==> src/rtl/ldpc_codeword_pack_if.sv <==
// Byte-stream bundle of ldpc_codeword_pack: message input (s_*) and codeword output (m_*).
interface ldpc_codeword_pack_if;
   logic       s_valid;
   logic [7:0] s_data;
   logic       s_ready;
   logic       m_valid;
   logic [7:0] m_data;
   logic       m_last;
   logic       m_ready;

   // Environment side: produces the message frame and consumes the codeword.
   modport master (
      output s_valid, s_data, m_ready,
      input  s_ready, m_valid, m_data, m_last
   );

   // Block side: consumes the message frame and produces the codeword.
   modport slave (
      input  s_valid, s_data, m_ready,
      output s_ready, m_valid, m_data, m_last
   );
endinterface

==> src/rtl/ldpc_codeword_pack.sv <==
// Wraps the QC-LDPC encoder: feeds it one message frame, captures the parity
// stream it returns (which cannot be stalled) and emits a systematic codeword
// (message bytes then parity bytes) to a downstream consumer that can stall.
module ldpc_codeword_pack #(
   parameter int MSG_BYTES = 128,
   parameter int PAR_BYTES = 128
) (
   input  logic                 clk,
   input  logic                 rst,
   ldpc_codeword_pack_if.slave  bus,
   output logic                 enc_en_start,
   output logic                 enc_en_din,
   output logic [7:0]           enc_d_in,
   input  logic                 enc_done,
   output logic                 enc_read_parity,
   input  logic                 enc_en_out,
   input  logic [7:0]           enc_d_out,
   output logic                 busy,
   output logic                 err
);
   localparam int TOT_BYTES = MSG_BYTES + PAR_BYTES;
   localparam int WR_W      = $clog2(MSG_BYTES + 1);
   localparam int PAR_W     = $clog2(PAR_BYTES + 1);
   localparam int OUT_W     = $clog2(TOT_BYTES + 1);
   localparam int MA_W      = $clog2(MSG_BYTES);
   localparam int PA_W      = $clog2(PAR_BYTES);

   typedef enum logic [2:0] {
      ST_IDLE     = 3'd0,
      ST_LOAD     = 3'd1,
      ST_ENC_WAIT = 3'd2,
      ST_PAR_CAP  = 3'd3,
      ST_DRAIN    = 3'd4
   } state_t;

   state_t             state_q, state_d;
   logic [WR_W-1:0]    wr_idx_q, wr_idx_d;
   logic [PAR_W-1:0]   par_idx_q, par_idx_d;
   logic [OUT_W-1:0]   out_idx_q, out_idx_d;     // next codeword byte to fetch
   logic               enc_en_start_q, enc_en_start_d;
   logic               enc_en_din_q, enc_en_din_d;
   logic [7:0]         enc_d_in_q, enc_d_in_d;
   logic               enc_read_parity_q, enc_read_parity_d;
   logic               m_valid_q, m_valid_d;
   logic [7:0]         m_data_q, m_data_d;
   logic               m_last_q, m_last_d;
   logic               err_q, err_d;

   logic [7:0]         msg_buf [MSG_BYTES];
   logic [7:0]         par_buf [PAR_BYTES];

   logic               s_hs_s;
   logic               m_hs_s;
   logic               par_wr_s;
   logic               eng_on_s;
   logic               msg_rd_s;
   logic               avail_s;
   logic               fetch_s;
   logic [OUT_W-1:0]   par_off_s;
   logic [7:0]         rd_data_s;

   assign s_hs_s    = (state_q == ST_LOAD) && bus.s_valid;
   assign m_hs_s    = m_valid_q && bus.m_ready;
   assign par_wr_s  = (state_q == ST_PAR_CAP) && enc_en_out;
   assign eng_on_s  = (state_q == ST_ENC_WAIT) || (state_q == ST_PAR_CAP) || (state_q == ST_DRAIN);
   assign msg_rd_s  = out_idx_q < OUT_W'(MSG_BYTES);
   assign par_off_s = out_idx_q - OUT_W'(MSG_BYTES);
   assign rd_data_s = msg_rd_s ? msg_buf[MA_W'(out_idx_q)] : par_buf[PA_W'(par_off_s)];

   // A byte may be fetched once it is in a buffer: message bytes always are, parity only after capture.
   always_comb begin
      avail_s = 1'b0;
      if (msg_rd_s) begin
         avail_s = 1'b1;
      end else if (out_idx_q < OUT_W'(TOT_BYTES)) begin
         avail_s = par_off_s < OUT_W'(par_idx_q);
      end else begin
         avail_s = 1'b0;
      end
   end

   // Load the output register when it is empty or being consumed, so a stalled byte stays put.
   assign fetch_s = eng_on_s && avail_s && (!m_valid_q || bus.m_ready);

   // State register.
   always_ff @(posedge clk) begin
      if (rst) begin
         state_q <= ST_IDLE;
      end else begin
         state_q <= state_d;
      end
   end

   // Next-state logic for the frame sequence.
   always_comb begin
      state_d = state_q;
      case (state_q)
         ST_IDLE: begin
            if (bus.s_valid) state_d = ST_LOAD;
            else             state_d = ST_IDLE;
         end
         ST_LOAD: begin
            if (s_hs_s && (wr_idx_q == WR_W'(MSG_BYTES - 1))) state_d = ST_ENC_WAIT;
            else                                              state_d = ST_LOAD;
         end
         ST_ENC_WAIT: begin
            if (enc_done) state_d = ST_PAR_CAP;
            else          state_d = ST_ENC_WAIT;
         end
         ST_PAR_CAP: begin
            if (par_wr_s && (par_idx_q == PAR_W'(PAR_BYTES - 1))) state_d = ST_DRAIN;
            else                                                  state_d = ST_PAR_CAP;
         end
         ST_DRAIN: begin
            if (m_hs_s && m_last_q) state_d = ST_IDLE;
            else                    state_d = ST_DRAIN;
         end
         default: state_d = ST_IDLE;
      endcase
   end

   // Next values of the control outputs, counters and output register.
   always_comb begin
      enc_en_start_d    = (state_q == ST_IDLE) && bus.s_valid;
      enc_en_din_d      = s_hs_s;
      enc_d_in_d        = s_hs_s ? bus.s_data : enc_d_in_q;
      enc_read_parity_d = (state_q == ST_ENC_WAIT) && enc_done;
      err_d             = err_q || (enc_en_out && (state_q != ST_PAR_CAP));
      wr_idx_d          = wr_idx_q;
      par_idx_d         = par_idx_q;
      out_idx_d         = out_idx_q;
      m_valid_d         = m_valid_q;
      m_data_d          = m_data_q;
      m_last_d          = m_last_q;
      if (state_q == ST_IDLE) begin
         wr_idx_d  = '0;
         par_idx_d = '0;
         out_idx_d = '0;
         m_valid_d = 1'b0;
         m_last_d  = 1'b0;
      end else begin
         if (s_hs_s)   wr_idx_d  = wr_idx_q + WR_W'(1);
         else          wr_idx_d  = wr_idx_q;
         if (par_wr_s) par_idx_d = par_idx_q + PAR_W'(1);
         else          par_idx_d = par_idx_q;
         if (fetch_s) begin
            out_idx_d = out_idx_q + OUT_W'(1);
            m_valid_d = 1'b1;
            m_data_d  = rd_data_s;
            m_last_d  = out_idx_q == OUT_W'(TOT_BYTES - 1);
         end else if (m_hs_s) begin
            m_valid_d = 1'b0;
            m_last_d  = 1'b0;
         end else begin
            m_valid_d = m_valid_q;
         end
      end
   end

   // Output and counter registers.
   always_ff @(posedge clk) begin
      if (rst) begin
         wr_idx_q          <= '0;
         par_idx_q         <= '0;
         out_idx_q         <= '0;
         enc_en_start_q    <= 1'b0;
         enc_en_din_q      <= 1'b0;
         enc_d_in_q        <= 8'h00;
         enc_read_parity_q <= 1'b0;
         m_valid_q         <= 1'b0;
         m_data_q          <= 8'h00;
         m_last_q          <= 1'b0;
         err_q             <= 1'b0;
      end else begin
         wr_idx_q          <= wr_idx_d;
         par_idx_q         <= par_idx_d;
         out_idx_q         <= out_idx_d;
         enc_en_start_q    <= enc_en_start_d;
         enc_en_din_q      <= enc_en_din_d;
         enc_d_in_q        <= enc_d_in_d;
         enc_read_parity_q <= enc_read_parity_d;
         m_valid_q         <= m_valid_d;
         m_data_q          <= m_data_d;
         m_last_q          <= m_last_d;
         err_q             <= err_d;
      end
   end

   // Message and parity buffers; contents need no reset.
   always_ff @(posedge clk) begin
      if (s_hs_s) begin
         msg_buf[MA_W'(wr_idx_q)] <= bus.s_data;
      end
      if (par_wr_s) begin
         par_buf[PA_W'(par_idx_q)] <= enc_d_out;
      end
   end

   assign bus.s_ready     = (state_q == ST_LOAD);
   assign bus.m_valid     = m_valid_q;
   assign bus.m_data      = m_data_q;
   assign bus.m_last      = m_last_q;
   assign enc_en_start    = enc_en_start_q;
   assign enc_en_din      = enc_en_din_q;
   assign enc_d_in        = enc_d_in_q;
   assign enc_read_parity = enc_read_parity_q;
   assign busy            = (state_q != ST_IDLE);
   assign err             = err_q;
endmodule
==> src/flat_wrapper.sv <==
// flat-port wrapper written by rule: the top's interface ports become plain ports
module ldpc_codeword_pack_flat 
#(
   parameter int MSG_BYTES = 128,
   parameter int PAR_BYTES = 128
)
  (clk, rst, enc_en_start, enc_en_din, enc_d_in, enc_done, enc_read_parity, enc_en_out, enc_d_out, busy, err, bus_s_valid, bus_s_data, bus_m_ready, bus_s_ready, bus_m_valid, bus_m_data, bus_m_last);
  ldpc_codeword_pack_if bus_i ();
  input  logic clk;
  input  logic rst;
  output logic enc_en_start;
  output logic enc_en_din;
  output logic [7:0] enc_d_in;
  input  logic enc_done;
  output logic enc_read_parity;
  input  logic enc_en_out;
  input  logic [7:0] enc_d_out;
  output logic busy;
  output logic err;
  input wire logic [$bits(bus_i.s_valid)-1:0] bus_s_valid;
  input wire logic [$bits(bus_i.s_data)-1:0] bus_s_data;
  input wire logic [$bits(bus_i.m_ready)-1:0] bus_m_ready;
  output wire logic [$bits(bus_i.s_ready)-1:0] bus_s_ready;
  output wire logic [$bits(bus_i.m_valid)-1:0] bus_m_valid;
  output wire logic [$bits(bus_i.m_data)-1:0] bus_m_data;
  output wire logic [$bits(bus_i.m_last)-1:0] bus_m_last;
  assign bus_i.s_valid = bus_s_valid;
  assign bus_i.s_data = bus_s_data;
  assign bus_i.m_ready = bus_m_ready;
  assign bus_s_ready = bus_i.s_ready;
  assign bus_m_valid = bus_i.m_valid;
  assign bus_m_data = bus_i.m_data;
  assign bus_m_last = bus_i.m_last;
  ldpc_codeword_pack #(.MSG_BYTES(MSG_BYTES), .PAR_BYTES(PAR_BYTES)) u_core (.clk(clk), .rst(rst), .bus(bus_i), .enc_en_start(enc_en_start), .enc_en_din(enc_en_din), .enc_d_in(enc_d_in), .enc_done(enc_done), .enc_read_parity(enc_read_parity), .enc_en_out(enc_en_out), .enc_d_out(enc_d_out), .busy(busy), .err(err));
endmodule
==> config.mk <==
export PLATFORM = sky130hd
export DESIGN_NAME = ldpc_codeword_pack_flat
export DESIGN_NICKNAME = d
export VERILOG_FILES = /design/src/rtl/ldpc_codeword_pack_if.sv /design/src/rtl/ldpc_codeword_pack.sv /design/src/flat_wrapper.sv
export SDC_FILE = /design/constraint.sdc
export NUM_CORES = 2
export LEC_CHECK = 0
export CAP_MARGIN = 20
export CORE_UTILIZATION = 45
export DETAILED_ROUTE_END_ITERATION = 8
export GPL_ROUTABILITY_DRIVEN = 0
export GPL_TIMING_DRIVEN = 0
export PLACE_DENSITY = 0.61
export REMOVE_ABC_BUFFERS = 1
export SETUP_SLACK_MARGIN = 0.02
export SLEW_MARGIN = 0
export SYNTH_ARGS = -nofsm -noshare
export SYNTH_HDL_FRONTEND = slang
export SYNTH_SLANG_ARGS = --single-unit
==> constraint.sdc <==
create_clock -name clk -period 7.29 [get_ports clk]
set_input_delay 0.729 -clock clk [delete_from_list [all_inputs] [get_ports clk]]
set_output_delay 0.729 -clock clk [all_outputs]
set_load 0.02 [all_outputs]
==> impl_metrics.toml <==
[timing]
rsz0062_at_grt = "no"
maxSlewViolCount = 0
hold_viol = 0
setup_violations = 0
tightest_slew_ns = 1.19
setup_ws_ns = 1.67
max_freq_mhz = 178
relSlewSlack_pct = 19.8
fin_crit_ns = 5.62
whs_ns = 0.350
post-route-period-util_pct = 77.1
skew_ns = 0.0349

[grt]
grt_max_degree = 93
antenna_found_initial = 2
overflow = 0
grt_pass1_wl_mm = 299
grt_pass1_vias = 41900
gr-usage-all-layers_pct = 22.3

[route]
finalWirelength_mm = 208
dr.pass1.iters = 5
drc = 0
post_drt_wl_per_cell_um = 29.7
vias_per_cell = 5.95
drtAntennaViolNets = 0
vias = 41600
drt_iter0_drc = 4350

[synthesis]
netlist_area_mm2 = 0.0830
synthArstFlopShare_pct = 0
yosysTopAreaCell = "edfxtp_1"
synth.distinct_cells = 75
synth_edf_count = 2048
synthFlopType = "edfxtp_1"
ys_ff_latch = 2105
yosys.area.top_type_share_pct = 74.1
netlist_top_cells_count = "2048 x edfxtp_1, 378 x mux4_2, 374 x nor2_1"
synth.most_common_cell = "edfxtp_1"
yosys_warnings = 0
yosys-top-cells-area = "edfxtp_1 74%, mux4_2 10%, mux2i_1 3.5%, nor2_1 1.7%, dfxtp_1 1.4%"
synth_cells = 4291
syn_area_per_cell_um2 = 19.3
seq_area_frac_synth_pct = 75.5

[floorplan]
die_area_mm2 = 0.186
coreArea_mm2 = 0.183
die_w_um = 431
boundaryPins = 46
die_h_um = 431
num_rows = 157
start_util_pct = 45.3

[final_layout]
drive_above_1_share_pct = 17.4
nets = 4398
post_layout_nonfiller_instances = 6998
synthToLayoutAreaGrowth_pct = 11.9
final_core_util_pct = 50.7

[placed_design]
place_ws_ns = 1.76
hpwl_mm = 129
port_buffers = 45
place_inst = 6620

[flow_run]
drv_cap = 0

[clock_tree]
tritoncts = "done"
cts_resized = 0
holdBufCountCts = 0
post-cts-setup-buffer-count = 0
cts_buffer_depth = 3
insertion_delay_ns = 0.85
clock_sinks = 2105
cts.reportedPaths.clkPinSlew_ns = 0.06
htreeDepth = 4
clockRootBuffer = "clkbuf_16"
numCtsBuffers = 203

[power]
pwr-share-comb_pct = 1.2
power_density_mw_per_mm2 = 253
p_sw_w = 0.00463
power_leakage_nw = 27.2
vdd_ir_drop_max_uv = 274
swShare_pct = 19.7
p_int_w = 0.0188
p_seq_share_pct = 56.6
clock_power_share_pct = 42.2

[critical_path]
slowest_stage = "nor4_1"
worst_setup_path_end_kind = "register"
cp.required_ns = 8.04
cp_max_fo = 58
worst_path_most_repeated_cell = "buf_16"
worstSetupPathType = "register to register"
start_kind = "register"
slowest_delay_ns = 1.04
critical_path_arrival_ns = 6.38
crit_path_cell_trace = "buf_16, nand2_4, buf_16, o221ai_1, nor3_1, a2111oi_2, nand4_1, nor4_1, a2111oi_0, a211oi_1"

[run_status]
status = "complete, no violations"

[min_path]
hold_class = "input pin to register"
## kinds of logic (layout without fill, tap and decap cells)
| family | after synthesis | in the layout | share of synthesized area [%] |
|---|---|---|---|
| AND/OR/NAND/NOR | 718 | 718 | 3.77 |
| buffers and inverters | 265 | 502 | 1.98 |
| XOR/XNOR | 20 | 20 | 0.211 |
| adder cells (fa/ha/maj) | 12 | 12 | 0.181 |
| flip-flops | 2105 | 2105 | 75.5 |
| AO/OA/AOI/OAI | 469 | 469 | 3.83 |
| other | 0 | 6 | 0 |
| multiplexers | 702 | 702 | 14.5 |
## power groups by stage
stage	combinational (W)	sequential, W	clock, W
final	0.000284	0.0133	0.00991
after global routing	0.000304	0.0133	0.0105
after CTS	0.000289	0.0133	0.0100
after detailed placement	0.000289	0.0135	0
after global placement	0.000247	0.0136	0
after floorplan	0.0000180	0.0135	0
## final timing paths
check                                                startpoint                                 to  slack (ns)  depth (start not counted)
worst max-delay path                                   register  u_core.bus.m_data[5]$_SDFFE_PP0P_        1.67                         10
worst min-delay path                              bus_s_data[2]    u_core.msg_buf[49][2]$_DFFE_PP_        0.35                          1
worst max register to register                         register  u_core.bus.m_data[5]$_SDFFE_PP0P_        1.67                         10
worst min register to register  u_core.enc_d_in[2]$_SDFFE_PP0P_    u_core.enc_d_in[2]$_SDFFE_PP0P_        0.46                          2
## critical path, delay by kind of cell, from the launching register on
kind / cells / cell delay [ns]
AND/OR/NAND/NOR: 4 / 1.89
AO/OA/AOI/OAI: 4 / 1.84
flip-flops: 1 / 0.91
buffers and inverters: 2 / 0.78
## placed cells by master, fill, tap and decap left out, drive strengths merged, types with 15 or more instances in the layout
cell type      instances
nand3                 29
clkdlybuf4s50         29
nand2                147
nand2b                15
nor3                  58
edfxtp              2048
a21oi                 95
mux2i                289
o22ai                 54
clkbuf               275
dfxtp                 57
nor2                 374
mux2                  19
nor4                  25
nand4                 17
o21ai                104
o221ai                91
a211oi                19
clkinv                79
buf                   87
inv                   21
mux4                 394
a31oi                 16
## final cells by class
class | count | area [um2]
sequential | 2105 | 62700
multi-input combinational | 1921 | 18800
inverter | 16 | 61.3
clock buffer | 274 | 5470
fill | 14700 | 90200
clock inverter | 95 | 666
tap | 2464 | 3080
antenna | 6 | 15.0
timing repair buffer | 117 | 2110
## per-stage QoR
step	total power [W]	cell area (um2)	TNS (ns)
CTS	0.0236	92800	0
global placement	0.0138	84900	-326.74
detailed placement	0.0138	86600	0
floorplan	0.0136	81400	-164.79
global route	0.0240	92800	0
finish	0.0235	92800	0
## flip-flops by register name (all words and copies together), names as in the netlist, 3 cells and up, named ones only
signal,cells
u_core.msg_buf,1024
u_core.par_idx_q,8
u_core.out_idx_q,9
u_core.bus.m_data,8
u_core.state_q,3
u_core.par_buf,1024
u_core.enc_d_in,8
u_core.wr_idx_q,8
## per-layer routing
| metal | vias up | part of all wire (%) | track usage, % |
|---|---|---|---|
| met1 | 21900 | 40 | 29.7 |
| met4 | 0 | 4.4 | 9.00 |
| li1 | 17800 | - | - |
| met5 | - | 0 | 0 |
| met3 | 399 | 6.0 | 3.67 |
| met2 | 1510 | 49 | 36.6 |
(Power assumes the default switching activity.)
